File: src/rtl/au_gray_counter_pkg.sv
// Shared constants for au_gray_counter: overflow policy encodings for the SAT parameter.
package au_gray_counter_pkg;

  localparam int unsigned SAT_WRAP = 0;
  localparam int unsigned SAT_HOLD = 1;

endpackage

File: src/rtl/au_bin2gray.sv
// Combinational binary-to-Gray encoder, g = b ^ (b >> 1).
module au_bin2gray #(
  parameter int unsigned WIDTH = 8
) (
  input  logic [WIDTH-1:0] bin,
  output logic [WIDTH-1:0] gray_c
);

  assign gray_c = bin ^ (bin >> 1);

endmodule

File: src/rtl/au_gray_counter.sv
// Up/down counter with binary state and registered Gray output, load, wrap/saturate
// policy, terminal flags and a sticky overflow flag.
module au_gray_counter
  import au_gray_counter_pkg::*;
#(
  parameter int unsigned WIDTH = 8,
  parameter int unsigned SAT   = SAT_WRAP,
  parameter int unsigned INIT  = 0
) (
  input  logic             clk,
  input  logic             rst,
  input  logic             en,
  input  logic             dn,
  input  logic             load,
  input  logic [WIDTH-1:0] load_val,
  output logic [WIDTH-1:0] cnt_bin,
  output logic [WIDTH-1:0] cnt_gray,
  output logic             at_max,
  output logic             at_min,
  output logic             ovf
);

  localparam logic [WIDTH-1:0] MAX_VAL   = '1;
  localparam logic [WIDTH-1:0] INIT_BIN  = WIDTH'(INIT);
  localparam logic [WIDTH-1:0] INIT_GRAY = INIT_BIN ^ (INIT_BIN >> 1);

  logic [WIDTH:0]   up_sum;
  logic [WIDTH:0]   dn_diff;
  logic [WIDTH-1:0] nxt_bin;
  logic [WIDTH-1:0] nxt_gray_c;
  logic             nxt_ovf;

  // One extra bit captures carry/borrow out; the low WIDTH bits are the wrapped result.
  assign up_sum  = {1'b0, cnt_bin} + (WIDTH+1)'(1);
  assign dn_diff = {1'b0, cnt_bin} - (WIDTH+1)'(1);

  // Next-state selection: load beats en; saturation holds the current value.
  always_comb begin
    nxt_bin = cnt_bin;
    nxt_ovf = ovf;
    if (load) begin
      nxt_bin = load_val;
      nxt_ovf = 1'b0;
    end else if (en) begin
      if (!dn) begin
        nxt_bin = (up_sum[WIDTH] && (SAT == SAT_HOLD)) ? cnt_bin : up_sum[WIDTH-1:0];
        nxt_ovf = ovf | up_sum[WIDTH];
      end else begin
        nxt_bin = (dn_diff[WIDTH] && (SAT == SAT_HOLD)) ? cnt_bin : dn_diff[WIDTH-1:0];
        nxt_ovf = ovf | dn_diff[WIDTH];
      end
    end
  end

  au_bin2gray #(
    .WIDTH (WIDTH)
  ) u_bin2gray (
    .bin    (nxt_bin),
    .gray_c (nxt_gray_c)
  );

  always_ff @(posedge clk) begin
    if (rst) begin
      cnt_bin  <= INIT_BIN;
      cnt_gray <= INIT_GRAY;
      at_max   <= (INIT_BIN == MAX_VAL);
      at_min   <= (INIT_BIN == '0);
      ovf      <= 1'b0;
    end else begin
      cnt_bin  <= nxt_bin;
      cnt_gray <= nxt_gray_c;
      at_max   <= (nxt_bin == MAX_VAL);
      at_min   <= (nxt_bin == '0);
      ovf      <= nxt_ovf;
    end
  end

endmodule

File: config.mk
export PLATFORM = sky130hd
export DESIGN_NAME = au_gray_counter
export DESIGN_NICKNAME = d
export VERILOG_FILES = /design/src/rtl/au_gray_counter_pkg.sv /design/src/rtl/au_bin2gray.sv /design/src/rtl/au_gray_counter.sv
export SDC_FILE = /design/constraint.sdc
export NUM_CORES = 1
export LEC_CHECK = 0
export BUFFER_PORTS_ARGS = -buffer_cell sky130_fd_sc_hd__buf_2
export CAP_MARGIN = 20
export CORE_MARGIN = 3
export CORE_UTILIZATION = 25
export DETAILED_ROUTE_END_ITERATION = 10
export PLACE_DENSITY = 0.56
export SLEW_MARGIN = 20
export SYNTH_ARGS = -nofsm -noshare
export SYNTH_HDL_FRONTEND = slang
export SYNTH_SLANG_ARGS = --single-unit
File: constraint.sdc
create_clock -name clk -period 6.15 [get_ports clk]
set_input_delay 1.23 -clock clk [delete_from_list [all_inputs] [get_ports clk]]
set_output_delay 1.23 -clock clk [all_outputs]
set_load 0.01 [all_outputs]
* Yosys cells after proc, flatten, opt, wreduce, memory -nomap -nowiden *
Cells that the tools add are included.

word-level totals
  register bits after elaboration = 19
  latch bits = 0
  memory bits (writable) = 0
  memory bits (read-only) = 0
  bits of input ports = 13
  output and inout port bits = 19
  memories kept = 0

cells by class
  $add $sub $neg = 2
  multiply operators = 0
  divide/modulo/power cells = 0
  order comparisons = 0
  equality and inequality tests = 1
  shifts and indexed selects = 0
  multiplexer cells = 4
  bitwise logic cells = 3
  reduce and logical (&&, ||, !) cells = 2

operators by type and width
  kind                                                                number
  8-bit 2-to-1 mux                                                    3
  8-bit by 1-bit adder with 9-bit output, second input constant       1
  8-bit by 1-bit subtractor with 9-bit output, second input constant  1
  8-bit == test, second input constant                                1
  8-bit zero test                                                     1
  8-bit by 7-bit bitwise XOR with 8-bit output                        1
  1-bit bitwise OR                                                    2
  2-bit OR reduction                                                  1
  1-bit 2-to-1 mux                                                    1

* Depth between registers and ports, before layout *
Gate-level depths: netlist of run 1.

  depth in word-level cells = 5
  depth in mapped cells = 10
  gate-level depth less buffers = 10

* By module *
A second synthesis of run 1 with hierarchy kept.

second synthesis, totals
  cells, all modules = 142
  area, all modules = 1209.9 µm²

modules (own cells, without submodules)
  module           instances  cells an instance  area each (µm²)  sequential area each (µm²)
  au_gray_counter  1          134                1141.1           380.4
  au_bin2gray      1          8                  68.8             0.0

* Least setup slack after synthesis of run 1 *
No wires, ideal clock.

  kind = input port to flip-flop
  from = in dn
  to = reg cnt_gray[2]
  setup time = 0.114 ns
  arrival time = 2.526 ns
  data required time = 6.036 ns
  slack = 3.510 ns
  stages on the path = 7
  buffers on the path = 0
  path through = or4b_1 -> a21oi_2 -> xnor2_1 -> a21o_1 -> inv_1 -> ha_1 -> nor2b_1

between the ends
  word-level cells in the longest chain between the ends = 4

ends and longest elaborated chain
  what                                          RTL line               source
  from (decl)                                   au_gray_counter.sv:13  input logic dn,
  8-bit 2-to-1 mux                              au_gray_counter.sv:45  if (!dn) begin
  8-bit 2-to-1 mux                              au_gray_counter.sv:44  end else if (en) begin
  8-bit 2-to-1 mux                              au_gray_counter.sv:41  if (load) begin
  8-bit by 7-bit bitwise XOR with 8-bit output  au_bin2gray.sv:9       assign gray_c = bin ^ (bin >> 1);
  named net nxt_gray_c[2]                       au_gray_counter.sv:30  logic [WIDTH-1:0] nxt_gray_c;
  to (signal assigned)                          au_gray_counter.sv:71  cnt_gray <= nxt_gray_c;
  to (decl)                                     au_gray_counter.sv:17  output logic [WIDTH-1:0] cnt_gray,

The timed path passes the listed nets, and every way through them passes these cells.
A chain may end at the register's enable or synchronous reset.

* Worst setup path in the final report of run 1 *
  from = in dn
  to = reg cnt_gray[6]

Same word-level chain as after synthesis.

==> out/metrics.yaml, run 1 <==
fin_total_pwr_mw: 0.2896
crit_type: "primary input to flip-flop"
hp-class: "flip-flop to flip-flop"
clock_sinks: 18
grt_pass1_vias: 969
relSlewSlack_pct: 75.32
grt_pass1_wl_um: 4022
grt_usage_pct: 9.757
place_congestion: 0.7237
startpoint_type: "primary input"
synth_xor_area_share_pct: 6.444
status: "finished clean"
maxCapViolations: 0
ys_top_cells_by_count: "dfxtp_1, nor2_1, inv_1"
wirelength_um: 2445
syn_area_per_cell_um2: 8.629
max_stage_delay_ns: 0.37
synth_compound_area_share_pct: 13.12
holdBufCountCts: 0
yosys.area_share.adder_pct: 8.055
tightest_slew_ns: 0.3694
yosysTopAreaCell: "dfxtp_1"
vias: 949
drc: 0
clk_pin_slew_ns: 0.06
drtIter0Drc: 35
cp_max_fo: 13
cts-root-buf: "clkbuf_8"
synth-seq-cells: 18
ys_types: 40
viasPerCell: 4.652
powerDensity_nw_per_um2: 227.6
synth_top_family_by_area: "simple AND/OR/NAND/NOR gates"
clockBufferDepth: 2
synth_top_area_share_pct: 33.14
period_share_pct: 44.66
final_nets: 176
drive_gt1_share_pct: 25.97
synthFlopType: "dfxtp_1"
grt_max_degree: 19
max-vdd-ir-drop_v: 0.0001243
ys_warn_count: 0
slowest_stage: "nor3b_1"
wire_per_inst_um: 11.99
post_cts_buffers: 0
crit_arrival_ns: 2.88
cp_num_buf_inv: 2
floorplan.rows: 23
setup.worst_path.end_class: "flip-flop"
required_ns: 6.28
cts_tree: "done"
finalClockSkew_ns: 0.003019
synth-simple-area-share_pct: 26.47
antenna_left: 0
setup_viol: 0
io_pins: 32
hold_violations: 0
dp.final_hpwl_um: 1896
synthToLayoutAreaGrowth_pct: 17.03
rsz0062_at_grt: "no"
fp.dieArea_um2: 5177
fin_crit_ns: 2.747
fp.dieH_um: 71.95
initial_core_util_pct: 26.61
drt-pass1-iter-count: 4
htreeDepth: 1
synth_nets: 146
muxShareOfSynthArea_pct: 1.841
fp.dieW_um: 71.95
grt_overflow_total: 0
syn_inst: 126
tns_ns: 0
crit_chain: "buf_2, nor3b_1, a41oi_1, xnor2_1, mux2i_1, inv_1, ha_1, nor2b_1"
io_buffers: 31
clock_latency_ns: 0.25
ys_seq_area_share_pct: 33.14
synth_edf_count: 0
cts_resized: 0
core-area_um2: 4086
cts_buffers: 3
slew_violations: 0
netlist_top_cells_area: "dfxtp_1, ha_1, nor2_1"
p_leak_nw: 0.6053
async_reset_ff_share_pct: 0
critPathTopFamily: "simple AND/OR/NAND/NOR gates"
antenna_found_initial: 0
fmax_mhz: 364.0
synthesis.area_um2: 1087
diodes: 0
-- per-stage QoR --
stage	area (um2)	hold WS (ns)	util (%)	cells	setup WS, ns
after floorplan	1087	0.5237	-	126	3.510
after global placement	1231	0.5079	30.13	201	3.128
after detailed placement	1231	0.5052	30.13	201	3.128
after CTS	1272	0.5192	31.14	204	3.387
after global routing	1272	0.5710	31.14	204	3.238
final	1272	0.5187	31.14	204	3.403
-- kinds of logic (layout without fill, tap and decap cells) --
group,Yosys count,in the layout
AND/OR/NAND/NOR,53,53
AO/OA/AOI/OAI,20,20
flip-flops,18,18
buffers and inverters,18,46
XOR/XNOR,8,8
adder cells (fa/ha/maj),7,7
multiplexers,2,2
-- cells in the final DEF, fill, tap and decap left out, types with 5 or more instances in the layout --
cell     instances
buf_2           31
dfxtp_1         18
ha_1             7
inv_1           11
nand2_1          6
nand3_1          5
nor2_1          18
xnor2_1          7
-- sequential cells by signal, indices dropped and copies added (netlist names) --
register,count
at_max,1
at_min,1
cnt_bin,8
cnt_gray,7
ovf,1
-- final cells by class --
type	count	area (um2)
fill	460	2814
tap	50	62.56
timing repair buffer	31	155.1
sequential	18	360.3
clock buffer	3	41.29
multi-input combinational	90	608.1
inverter	12	45.04
-- metal layers --
metal  share of wire (%)  track usage (%)
met2                  44            15.10
met1                  50            12.95
met4                 2.2            5.010
met5                   0                0
met3                 4.0            1.801
-- where the power goes --
| part | internal [mW] | leakage, nW | switching, mW |
|---|---|---|---|
| registers | 0.127 | 0.149 | 0.00903 |
| logic | 0.0338 | 0.435 | 0.0392 |
| clock network | 0.0435 | 0.0216 | 0.0368 |
| total | 0.205 | 0.605 | 0.0850 |
-- worst register-to-register path, delay by kind of cell (launching register included) --
| family | cells | cell delay [ns] |
|---|---|---|
| adder cells (fa/ha/maj) | 2 | 0.49 |
| AND/OR/NAND/NOR | 4 | 0.83 |
| AO/OA/AOI/OAI | 1 | 0.22 |
| flip-flops | 1 | 0.39 |
| buffers and inverters | 1 | 0.09 |
-- path summary, 6_finish.rpt --
| path | startpoint | endpoint | slack (ns) | depth (start not counted) |
|---|---|---|---|---|
| worst max-delay path | dn | cnt_gray[6] | 3.40 | 8 |
| worst max register to register | cnt_bin[0] | cnt_gray[6] | 4.03 | 8 |
| worst min-delay path | ovf | ovf | 0.52 | 2 |
| worst min register to register | ovf | ovf | 0.52 | 2 |
(Power assumes the default switching activity.)
==> run 2: changes to the inputs <==
PLACE_DENSITY = 0.57   (was 0.56)
clock period = 2.31 ns   (was 6.15 ns; I/O delays follow)
==> out/metrics.yaml, run 2 (synthesized netlist as in run 1, its figures left out) <==
htreeDepth: 1
fp.dieH_um: 71.95
max-vdd-ir-drop_v: 0.0004402
place_area_um2: 1239
viasPerCell: 4.510
startpoint_type: "flip-flop"
final_cell_mix: "buf_2, nor2_1, dfxtp_1"
fmax_mhz: 472.8
power_frac_clock_pct: 31.6
stdcell_count: 206
fin_crit_ns: 2.115
tightest_slew_ns: 0.3650
finalClockSkew_ns: 0.003083
critPathTopFamily: "simple AND/OR/NAND/NOR gates"
worst_path_most_repeated_cell: "ha_1"
io_buffers: 31
slowest_stage: "or3b_2"
power_switching_share_pct: 28.71
setup.worst_path.end_class: "flip-flop"
drive_gt1_share_pct: 27.56
cts_tree: "done"
final.setup.worst_slack_ns: 0.1948
grt_pass1_vias: 939
crit_type: "flip-flop to flip-flop"
post-route-util_pct: 31.69
relSlewSlack_pct: 75.67
whs_ns: 0.4881
place_congestion: 0.7484
grt_use_met1_pct: 13.46
use_met3_pct: 1.524
powerDensity_nw_per_um2: 629.7
grt_overflow_total: 0
drc: 0
final_nets: 177
slew_violations: 0
final_common_cell: "buf_2"
clk_pin_slew_ns: 0.07
largest_reg_flops: 8
cp_num_buf_inv: 1
p_seq_share_pct: 44.5
wirelength_um: 2446
grt_max_degree: 19
cts_buffers: 3
fp.dieW_um: 71.95
fp.dieArea_um2: 5177
p_int_mw: 0.5813
io_pins: 32
clock_sinks: 18
antenna_found_initial: 0
required_ns: 2.45
p_leak_nw: 0.6176
cp_max_fo: 8
pwr-share-comb_pct: 23.9
drtIter0Drc: 21
setup_viol: 0
final_area_um2: 1295
status: "finished clean"
core-area_um2: 4086
maxCapViolations: 0
dp_cells: 202
p_switching_mw: 0.2341
crit_chain: "inv_1, ha_1, or3b_2, nand2_1, a311o_1, nand3_1, ha_1, nor2b_1"
period_share_pct: 91.57
drt-pass1-iter-count: 4
fin_total_pwr_mw: 0.8154
top_regs: "cnt_bin: 8 flops, cnt_gray: 7 flops"
pre_cts_slack_ns: 0.1207
floorplan.rows: 23
initial_core_util_pct: 26.61
hold_violations: 0
clockBufferDepth: 2
wire_per_inst_um: 11.87
grt_pass1_wl_um: 4126
gr-max-usage-layer: "met2"
synthToLayoutAreaGrowth_pct: 19.10
vias: 929
cts-root-buf: "clkbuf_8"
antenna_left: 0
regMostFlops: "cnt_bin"
clock_latency_ns: 0.25
met2_usage_pct: 15.82
rsz0062_at_grt: "no"
max_stage_delay_ns: 0.47
diodes: 0
crit_arrival_ns: 2.25
grt_usage_pct: 9.997
hp-class: "primary input to flip-flop"
dp.final_hpwl_um: 1892
tns_ns: 0
[run 2: power by group through the flow]
stage	sequential [mW]	combinational, mW	clock (mW)
4_1_cts	0.363	0.199	0.268
6_report	0.363	0.195	0.258
2_1_floorplan	0.380	0.128	0
5_1_grt	0.369	0.219	0.275
3_3_place_gp	0.370	0.197	0
3_5_place_dp	0.369	0.197	0
[run 2: area by class of cell]
| cell class | instances | area [um2] |
|---|---|---|
| well taps | 50 | 62.56 |
| inverters | 12 | 45.04 |
| fillers | 461 | 2791 |
| flip-flops and latches | 18 | 361.6 |
| clock buffers | 4 | 55.05 |
| multi-input cells | 90 | 608.1 |
| repair buffers | 32 | 162.7 |
[run 2: routing by layer]
layer	share of wire, %	up-vias
li1	-	494
met1	51	407
met2	43	24
met3	3.4	4
met4	1.7	0
met5	0	-
[run 2: worst register-to-register path, delay by kind of cell, from the launching register on]
family	cells	cell delay, ns
and+or+nand+nor	4	0.82
adders and majority gates	2	0.48
DFF	1	0.39
AOI/OAI and AO/OA	1	0.21
buffers and inverters	1	0.09
[run 2: final timing paths]
| kind | end | depth (start not counted) | slack [ns] | start |
|---|---|---|---|---|
| max | cnt_gray[6] | 8 | 0.19 | cnt_bin[0] |
| max reg2reg | cnt_gray[6] | 8 | 0.19 | cnt_bin[0] |
| min | cnt_bin[7] | 3 | 0.49 | load_val[7] |
| min reg2reg | ovf | 2 | 0.51 | ovf |
[run 2: what timing repair did]
item / 4_1_cts / 5_1_grt
hold buffers: 0 / 0
endpoints found under the setup margin: 0 / 2
setup buffers: 0 / 0
resized for setup: 0 / 1
